==> src/rtl/boot_pkg.sv <==
// Shared types and constants for the UART boot loader: framing FSM states,
// receiver states and the frame header byte.
package boot_pkg;

    typedef enum logic [2:0] {
        IDLE,
        LEN_LO,
        LEN_HI,
        DATA,
        CHECK,
        RUN,
        ERR
    } boot_state_t;

    typedef enum logic [1:0] {
        RX_IDLE,
        RX_START,
        RX_BITS,
        RX_STOP
    } rx_state_t;

    localparam logic [7:0] BOOT_HEADER = 8'hA5;

endpackage

==> src/rtl/boot_loader_uart_rx.sv <==
// 8N1 UART receiver: 2-flop synchronizer, mid-bit start qualification and
// sampling, single-cycle rx_valid pulse. Framing errors drop the byte silently.
module uart_rx
    import boot_pkg::*;
#(
    parameter int CLKS_PER_BIT = 868
) (
    input  logic       clk,
    input  logic       rst,
    input  logic       rx,
    output logic       rx_valid,
    output logic [7:0] rx_byte
);

    localparam int CNT_W = ($clog2(CLKS_PER_BIT) > 0) ? $clog2(CLKS_PER_BIT) : 1;
    localparam logic [CNT_W-1:0] HALF_M1 = CNT_W'(CLKS_PER_BIT / 2 - 1);
    localparam logic [CNT_W-1:0] FULL_M1 = CNT_W'(CLKS_PER_BIT - 1);

    logic [1:0]       sync_q;
    rx_state_t        state_q, state_d;
    logic [CNT_W-1:0] cnt_q, cnt_d;
    logic [2:0]       bit_q, bit_d;
    logic [7:0]       shift_q, shift_d;
    logic             valid_q, valid_d;
    logic [7:0]       byte_q, byte_d;
    logic             rx_s;

    assign rx_s     = sync_q[1];
    assign rx_valid = valid_q;
    assign rx_byte  = byte_q;

    always_comb begin
        state_d = state_q;
        cnt_d   = cnt_q;
        bit_d   = bit_q;
        shift_d = shift_q;
        valid_d = 1'b0;
        byte_d  = byte_q;
        case (state_q)
            RX_IDLE: begin
                if (!rx_s) begin
                    state_d = RX_START;
                    cnt_d   = '0;
                end
            end
            // A glitch shorter than half a bit falls back to idle here.
            RX_START: begin
                if (cnt_q == HALF_M1) begin
                    cnt_d   = '0;
                    bit_d   = '0;
                    state_d = rx_s ? RX_IDLE : RX_BITS;
                end else begin
                    cnt_d = cnt_q + 1'b1;
                end
            end
            RX_BITS: begin
                if (cnt_q == FULL_M1) begin
                    cnt_d   = '0;
                    shift_d = {rx_s, shift_q[7:1]};
                    bit_d   = bit_q + 3'd1;
                    if (bit_q == 3'd7) state_d = RX_STOP;
                end else begin
                    cnt_d = cnt_q + 1'b1;
                end
            end
            RX_STOP: begin
                if (cnt_q == FULL_M1) begin
                    cnt_d   = '0;
                    state_d = RX_IDLE;
                    if (rx_s) begin
                        valid_d = 1'b1;
                        byte_d  = shift_q;
                    end
                end else begin
                    cnt_d = cnt_q + 1'b1;
                end
            end
            default: state_d = RX_IDLE;
        endcase
    end

    always_ff @(posedge clk) begin
        if (rst) begin
            sync_q  <= 2'b11;
            state_q <= RX_IDLE;
            cnt_q   <= '0;
            bit_q   <= '0;
            shift_q <= '0;
            valid_q <= 1'b0;
            byte_q  <= '0;
        end else begin
            sync_q  <= {sync_q[0], rx};
            state_q <= state_d;
            cnt_q   <= cnt_d;
            bit_q   <= bit_d;
            shift_q <= shift_d;
            valid_q <= valid_d;
            byte_q  <= byte_d;
        end
    end

endmodule

==> src/rtl/boot_loader.sv <==
// Serial boot loader: parses A5/count/data/checksum frames from the UART,
// writes words into instruction memory and releases the CPU on success.
module boot_loader
    import boot_pkg::*;
#(
    parameter int CLKS_PER_BIT = 868,
    parameter int IMEM_WORDS   = 256,
    parameter int TIMEOUT      = 1_000_000
) (
    input  logic        clk,
    input  logic        rst,
    input  logic        uart_rx,
    output logic        imem_we,
    output logic [31:0] imem_addr,
    output logic [31:0] imem_wdata,
    output logic        cpu_rst_n,
    output logic        done,
    output logic        error
);

    localparam int TMR_W = $clog2(TIMEOUT + 1);
    localparam logic [TMR_W-1:0] TMR_LAST  = TMR_W'(TIMEOUT - 1);
    localparam logic [16:0]      MAX_WORDS = 17'(IMEM_WORDS);

    logic        rx_valid;
    logic [7:0]  rx_byte;

    boot_state_t      state_q, state_d;
    logic [15:0]      count_q, count_d;
    logic [15:0]      word_idx_q, word_idx_d;
    logic [1:0]       byte_idx_q, byte_idx_d;
    logic [31:0]      word_q, word_d;
    logic [7:0]       csum_q, csum_d;
    logic [TMR_W-1:0] timer_q, timer_d;
    logic             imem_we_q, imem_we_d;
    logic [31:0]      imem_addr_q, imem_addr_d;
    logic [31:0]      imem_wdata_q, imem_wdata_d;
    logic             cpu_rst_n_q, cpu_rst_n_d;
    logic             done_q, done_d;
    logic             error_q, error_d;
    logic             timeout;

    uart_rx #(.CLKS_PER_BIT(CLKS_PER_BIT)) u_rx (
        .clk      (clk),
        .rst      (rst),
        .rx       (uart_rx),
        .rx_valid (rx_valid),
        .rx_byte  (rx_byte)
    );

    assign imem_we    = imem_we_q;
    assign imem_addr  = imem_addr_q;
    assign imem_wdata = imem_wdata_q;
    assign cpu_rst_n  = cpu_rst_n_q;
    assign done       = done_q;
    assign error      = error_q;

    always_comb begin
        state_d      = state_q;
        count_d      = count_q;
        word_idx_d   = word_idx_q;
        byte_idx_d   = byte_idx_q;
        word_d       = word_q;
        csum_d       = csum_q;
        timer_d      = '0;
        imem_we_d    = 1'b0;
        imem_addr_d  = imem_addr_q;
        imem_wdata_d = imem_wdata_q;
        timeout      = 1'b0;

        // Inter-byte watchdog, only armed while a frame is in progress.
        if (state_q inside {LEN_LO, LEN_HI, DATA, CHECK}) begin
            if (rx_valid)                 timer_d = '0;
            else if (timer_q == TMR_LAST) timeout = 1'b1;
            else                          timer_d = timer_q + 1'b1;
        end

        case (state_q)
            IDLE, ERR: begin
                if (rx_valid && rx_byte == BOOT_HEADER) begin
                    state_d    = LEN_LO;
                    csum_d     = '0;
                    word_idx_d = '0;
                    byte_idx_d = '0;
                end
            end
            LEN_LO: begin
                if (rx_valid) begin
                    count_d[7:0] = rx_byte;
                    state_d      = LEN_HI;
                end
            end
            LEN_HI: begin
                if (rx_valid) begin
                    count_d = {rx_byte, count_q[7:0]};
                    if ({1'b0, rx_byte, count_q[7:0]} > MAX_WORDS) state_d = ERR;
                    else if ({rx_byte, count_q[7:0]} == 16'd0)     state_d = CHECK;
                    else                                           state_d = DATA;
                end
            end
            // Leave only after the final write strobe so imem_we never shows outside DATA.
            DATA: begin
                if (imem_we_q && word_idx_q == count_q) begin
                    state_d = CHECK;
                end else if (rx_valid) begin
                    csum_d     = csum_q ^ rx_byte;
                    word_d     = {rx_byte, word_q[31:8]};
                    byte_idx_d = byte_idx_q + 2'd1;
                    if (byte_idx_q == 2'd3) begin
                        imem_we_d    = 1'b1;
                        imem_addr_d  = {14'd0, word_idx_q, 2'b00};
                        imem_wdata_d = {rx_byte, word_q[31:8]};
                        word_idx_d   = word_idx_q + 16'd1;
                    end
                end
            end
            CHECK: begin
                if (rx_valid) state_d = (rx_byte == csum_q) ? RUN : ERR;
            end
            RUN:     state_d = RUN;
            default: state_d = IDLE;
        endcase

        if (timeout) state_d = ERR;

        done_d      = (state_d == RUN);
        cpu_rst_n_d = (state_d == RUN);
        error_d     = (state_d == ERR);
    end

    always_ff @(posedge clk) begin
        if (rst) begin
            state_q      <= IDLE;
            count_q      <= '0;
            word_idx_q   <= '0;
            byte_idx_q   <= '0;
            word_q       <= '0;
            csum_q       <= '0;
            timer_q      <= '0;
            imem_we_q    <= 1'b0;
            imem_addr_q  <= '0;
            imem_wdata_q <= '0;
            cpu_rst_n_q  <= 1'b0;
            done_q       <= 1'b0;
            error_q      <= 1'b0;
        end else begin
            state_q      <= state_d;
            count_q      <= count_d;
            word_idx_q   <= word_idx_d;
            byte_idx_q   <= byte_idx_d;
            word_q       <= word_d;
            csum_q       <= csum_d;
            timer_q      <= timer_d;
            imem_we_q    <= imem_we_d;
            imem_addr_q  <= imem_addr_d;
            imem_wdata_q <= imem_wdata_d;
            cpu_rst_n_q  <= cpu_rst_n_d;
            done_q       <= done_d;
            error_q      <= error_d;
        end
    end

endmodule

==> config.mk <==
export PLATFORM = sky130hd
export DESIGN_NAME = boot_loader
export DESIGN_NICKNAME = d
export VERILOG_FILES = /design/src/rtl/boot_pkg.sv /design/src/rtl/boot_loader_uart_rx.sv /design/src/rtl/boot_loader.sv
export SDC_FILE = /design/constraint.sdc
export NUM_CORES = 1
export LEC_CHECK = 0
export ABC_AREA = 1
export CAP_MARGIN = 20
export CORE_MARGIN = 2
export CORE_UTILIZATION = 25
export DETAILED_ROUTE_END_ITERATION = 6
export DONT_BUFFER_PORTS = 1
export SLEW_MARGIN = 10
export SYNTH_ARGS = -nofsm -noshare
export SYNTH_HDL_FRONTEND = slang
export SYNTH_SLANG_ARGS = --single-unit
==> constraint.sdc <==
create_clock -name clk -period 2.3 [get_ports clk]
set_clock_uncertainty 0.15 [all_clocks]
set_input_delay 0.46 -clock clk [delete_from_list [all_inputs] [get_ports clk]]
set_output_delay 0.46 -clock clk [all_outputs]
set_load 0.03 [all_outputs]
==> results by stage <==
Finish:
- Compared with the post-synthesis result, the final layout area differs by 13.92%.
- The repair_antennas step left the layout with diodes totalling 0.
- Leaving out fill and tap cells, the most frequent cell in the layout is sky130_fd_sc_hd__nand2_1.
- The number of fill cells is roughly 3400.
- In the final design database the tool counted between 1000 and 1500 nets.
- The fraction of the core area covered by cells at the end of the flow is just under 30%.
- Cells with a size suffix above 1 make up a little over a tenth of the layout.
- The final non-filler cell total is ~1500.
- The library cells used most frequently in the layout, excluding fill and tap cells, are sky130_fd_sc_hd__nand2_1, sky130_fd_sc_hd__dfxtp_1, sky130_fd_sc_hd__a21oi_1, sky130_fd_sc_hd__nor2_1, sky130_fd_sc_hd__inv_1.

Power and ir drop:
- Dividing total power by cell area gives a power density of between 700 and 800 mW/mm².
- The leakage power is 3.378 nW.
- The final total power is approximately 6.4 mW.
- VDD sags by at most ~0.44 mV.

Timing:
- The worst hold slack across all endpoints is between 40 and 50 ps.
- The worst slew margin relative to its limit is around 55%.
- The count of final max-slew check failures came to 0.
- The pin slew with the least headroom to its limit is between 600 and 700 ps.
- The number of endpoints with negative hold slack in the final report is 0.
- Setup repair after global routing could not meet its margin everywhere.
- The number of setup violations in the final report is 0.
- For the finished layout, the period the worst path requires is 2126 ps.
- The ratio of final minimum period to clock period is between 90% and 100%.
- The peak clock frequency supported by timing is about 470 MHz.

Synthesis:
- The share of synthesized area in the top cell type comes to a little over two fifths.
- The cell count after synthesis came out at around 1100.
- The most used flip-flop cell after synthesis is sky130_fd_sc_hd__dfxtp_1.
- The synthesized area per cell is ~7.2 µm².
- The synthesized netlist occupies a cell area of around 0.008 mm².
- Counting flops with an async set or reset pin after synthesis yields a share of 0%.
- The count of distinct cell types in the synthesized netlist is 44.
- After synthesis the netlist holds a flip-flop and latch count of around 170.
- The top cell type by total area after synthesis is sky130_fd_sc_hd__dfxtp_1.
- The number of synthesized flops with an enable pin is 0.
- In the post-synthesis netlist, the biggest area contributors are sky130_fd_sc_hd__dfxtp_1, sky130_fd_sc_hd__nand2_1, sky130_fd_sc_hd__a21oi_1.
- The yosys synthesis warning count is 0.
- The sequential-to-total area share from yosys stat is roughly 44%.

Clocking:
- In this run, CTS created clock tree buffers numbering 17.
- After clock tree synthesis, the clock-pin slew on the worst setup and hold paths is about 70 ps.
- The clock tree synthesis step divided the H-tree into 4 levels.
- The root buffer cell is sky130_fd_sc_hd__clkbuf_16.
- The TritonCTS clock tree is yes.
- The number of buffers on the longest clock path is 2.
- The clock latency at the later pin of the worst-skew pair is 420 ps.
- The number of buffers inserted to repair setup after CTS is 0.
- For this design, the sink count on the clock tree is around 170.

Global routing:
- The initial antenna violation count is 0.
- The first global-routing pass estimated approximately 32000 µm of wire.
- The total global routing track utilization is a little under an eighth.
- The pin count of the biggest net entering global routing is 39.
- The met3 layer usage reported by global route is 2.899%.
- The met2 usage in global routing is ~20%.
- The number of global-route vias before repair came to 6383.
- Global routing used 15.28% of the available met1 tracks.
- The global-route congestion overflow total is 0.
- The layer flagged by global routing as most heavily used is met2.

Critical path:
- Measured in cells, the most critical reg-to-reg path has a length of 13.
- The required time of the critical path is roughly 2500 ps.
- The largest single stage delay on the critical path is ~430 ps.
- The type of origin of the critical path is a register.
- The critical path goes through inv_1 -> nor2_1 -> nand3_1 -> nand2_1 -> o21ai_1 -> nor2_2 -> nand2_4 -> inv_6 -> nand2_8 -> clkinv_4 -> nand2_1 -> nand2_1 -> nor2_1.
- Grouping stages by cell kind, the critical path spends the most delay in simple AND/OR/NAND/NOR gates.
- STA classifies the critical path endpoint as a register.
- In this run the worst setup path begins at u_rx.rx_byte[0]$_SDFFE_PP0P_.
- The critical path start-end classification is register to register.
- The cell with the biggest individual delay on the critical path is sky130_fd_sc_hd__dfxtp_1.
- The origin of the critical flop-to-flop path is u_rx.rx_byte[0]$_SDFFE_PP0P_.
- In this run the number of cells on the critical path is 13.
- The most repeated library cell on the critical path is sky130_fd_sc_hd__nand2_1.
- The number of buffers and inverters on the critical path is 3.
- The top fanout value on the critical path is 14.
- For the worst setup path, the data arrival time is approximately 2300 ps.

Detailed routing:
- Dividing the detail-routed via count by the number of cells gives about 4.4.
- Across all layers, the routed design uses approximately 6800 vias.
- The first detailed-routing pass ran for 5 iterations.
- The routed wire length is roughly 19000 µm.
- The detail-routed net length per standard cell is 12.69 µm.
- The post-route antenna net violation count is 0.
- After the first detailed-routing iteration, the DRC count stood at ~660.
- The number of design rule violations left after detail routing is 0.

Floorplan:
- After floorplanning, the core was sized to cover about 0.032 mm².
- For this configuration, the core starts out at a cell density of 25.35%.
- The floorplan step defined a die boundary enclosing around 0.033 mm².
- The floorplan step set the die height to about 180 µm.
- The number of rows in the core area is 65.
- The floorplan die width is between 150 and 200 µm.
- 71 I/O pins were placed.

Worst hold path:
- The path type of the worst min-delay path is primary input to register.
- Counting instances, the worst hold path has a depth of 2.
- In this run the most critical hold path is launched from rst.

Placement:
- Buffers placed on the I/O ports in this run total 0.
- The placed instance count is 1501.
- Summed over all nets, the half-perimeter wirelength after detailed placement is 13390 µm.
- At the end of routability-driven placement, the weighted congestion stood at around 0.85.

Flow run:
- The tool flagged a number of max-cap violations equal to 0.

Status:
- The flow ran to the end, and the final reports show no timing, DRC or antenna violations.
[kinds of logic (layout without fill, tap and decap cells)]
logic type	after synthesis	after routing	share of synthesized area (%)
compound gates	206	206	13.89
xor+xnor	21	21	2.299
fa+ha+maj	13	13	2.034
buf+inv	178	182	10.39
flops	174	174	43.55
other cells	1	16	0.04688
simple gates	520	520	27.80
[area by class of cell]
class,instances,area (µm²),area share (%)
multi-input cells,776,3744,41.08
clock inverters,10,142.6,1.565
repair buffers,40,365.4,4.009
flip-flops and latches,174,3485,38.24
inverters,113,440.4,4.833
well taps,402,503.0,5.520
clock buffers,19,432.9,4.751
[worst paths after layout]
path                                endpoint  slack [ps]
setup / recovery  word_idx_q[1]$_SDFFE_PP0P_         170
hold reg to reg    u_rx.sync_q[1]$_SDFF_PP1_         260
hold / removal    u_rx.cnt_q[0]$_SDFFE_PP0N_          50
setup reg to reg  word_idx_q[1]$_SDFFE_PP0P_         170
[what timing repair did]
action,CTS,global route
setup endpoints to repair,0,4
gates resized for setup,0,2
hold buffers,4,0
endpoints found under the hold margin,30,0
[routing by layer]
layer	vias to the layer above	share of wire, %
met5	-	0
met4	0	1.1
met3	15	5.0
met2	153	46
met1	3095	47
li1	3563	-
[sequential cells by signal, indices dropped and copies added, names as in the netlist, 2 cells and up, named ones only]
name          flops
u_rx.rx_byte      8
timer_q          20
imem_wdata       32
byte_idx_q        2
u_rx.shift_q      8
imem_addr        16
u_rx.bit_q        3
csum_q            8
u_rx.cnt_q       10
state_q           3
count_q          16
word_idx_q       16
word_q           24
u_rx.sync_q       2
[synth_stat cells (2+ instances only)]
cell / instances
sky130_fd_sc_hd__nand2_1: 285
sky130_fd_sc_hd__dfxtp_1: 174
sky130_fd_sc_hd__a21oi_1: 118
sky130_fd_sc_hd__nor2_1: 114
sky130_fd_sc_hd__inv_1: 100
sky130_fd_sc_hd__o21ai_0: 58
sky130_fd_sc_hd__nand3_1: 34
sky130_fd_sc_hd__nor3_1: 28
sky130_fd_sc_hd__clkbuf_1: 23
sky130_fd_sc_hd__buf_4: 19
sky130_fd_sc_hd__nand4_1: 17
sky130_fd_sc_hd__buf_2: 15
sky130_fd_sc_hd__xor2_1: 14
sky130_fd_sc_hd__ha_1: 13
sky130_fd_sc_hd__nand2_2: 13
sky130_fd_sc_hd__a211oi_1: 11
sky130_fd_sc_hd__a21oi_2: 10
sky130_fd_sc_hd__inv_2: 8
sky130_fd_sc_hd__xnor2_1: 7
sky130_fd_sc_hd__nor4_1: 6
sky130_fd_sc_hd__buf_6: 5
sky130_fd_sc_hd__nor2_2: 5
sky130_fd_sc_hd__nor3b_1: 4
sky130_fd_sc_hd__or2_2: 4
sky130_fd_sc_hd__a31oi_1: 2
sky130_fd_sc_hd__clkbuf_2: 2
sky130_fd_sc_hd__clkinv_4: 2
sky130_fd_sc_hd__nand2_4: 2
sky130_fd_sc_hd__nand3b_1: 2
sky130_fd_sc_hd__o21a_1: 2
sky130_fd_sc_hd__o21ai_1: 2
sky130_fd_sc_hd__or2_1: 2
[through the flow]
step | area (µm²) | worst slack (ps) | TNS (ps)
2_1_floorplan | 8055 | 380.5 | 0
3_3_place_gp | 8463 | 180.8 | 0
3_5_place_dp | 8463 | 187.9 | 0
4_1_cts | 9109 | 168.8 | 0
5_1_grt | 9112 | -2.051 | -2.051
6_report | 9112 | 174.1 | 0
[worst reg2reg max path, stage by stage, from the launching register on]
cell and delay (ps):
sky130_fd_sc_hd__dfxtp_1 430, sky130_fd_sc_hd__inv_1 80, sky130_fd_sc_hd__nor2_1 200, sky130_fd_sc_hd__nand3_1 180, sky130_fd_sc_hd__nand2_1 90, sky130_fd_sc_hd__o21ai_1 70, sky130_fd_sc_hd__nor2_2 130, sky130_fd_sc_hd__nand2_4 130
sky130_fd_sc_hd__inv_6 130, sky130_fd_sc_hd__nand2_8 110, sky130_fd_sc_hd__clkinv_4 160, sky130_fd_sc_hd__nand2_1 70, sky130_fd_sc_hd__nand2_1 50, sky130_fd_sc_hd__nor2_1 30
[power breakdown]
| part | internal, mW | total (mW) | switching [mW] |
|---|---|---|---|
| logic | 0.127 | 0.459 | 0.332 |
| registers | 3.04 | 3.07 | 0.0282 |
| clock network | 1.69 | 2.88 | 1.18 |
| total | 4.86 | 6.41 | 1.54 |
No activity file was read; power rests on OpenSTA's default activity.
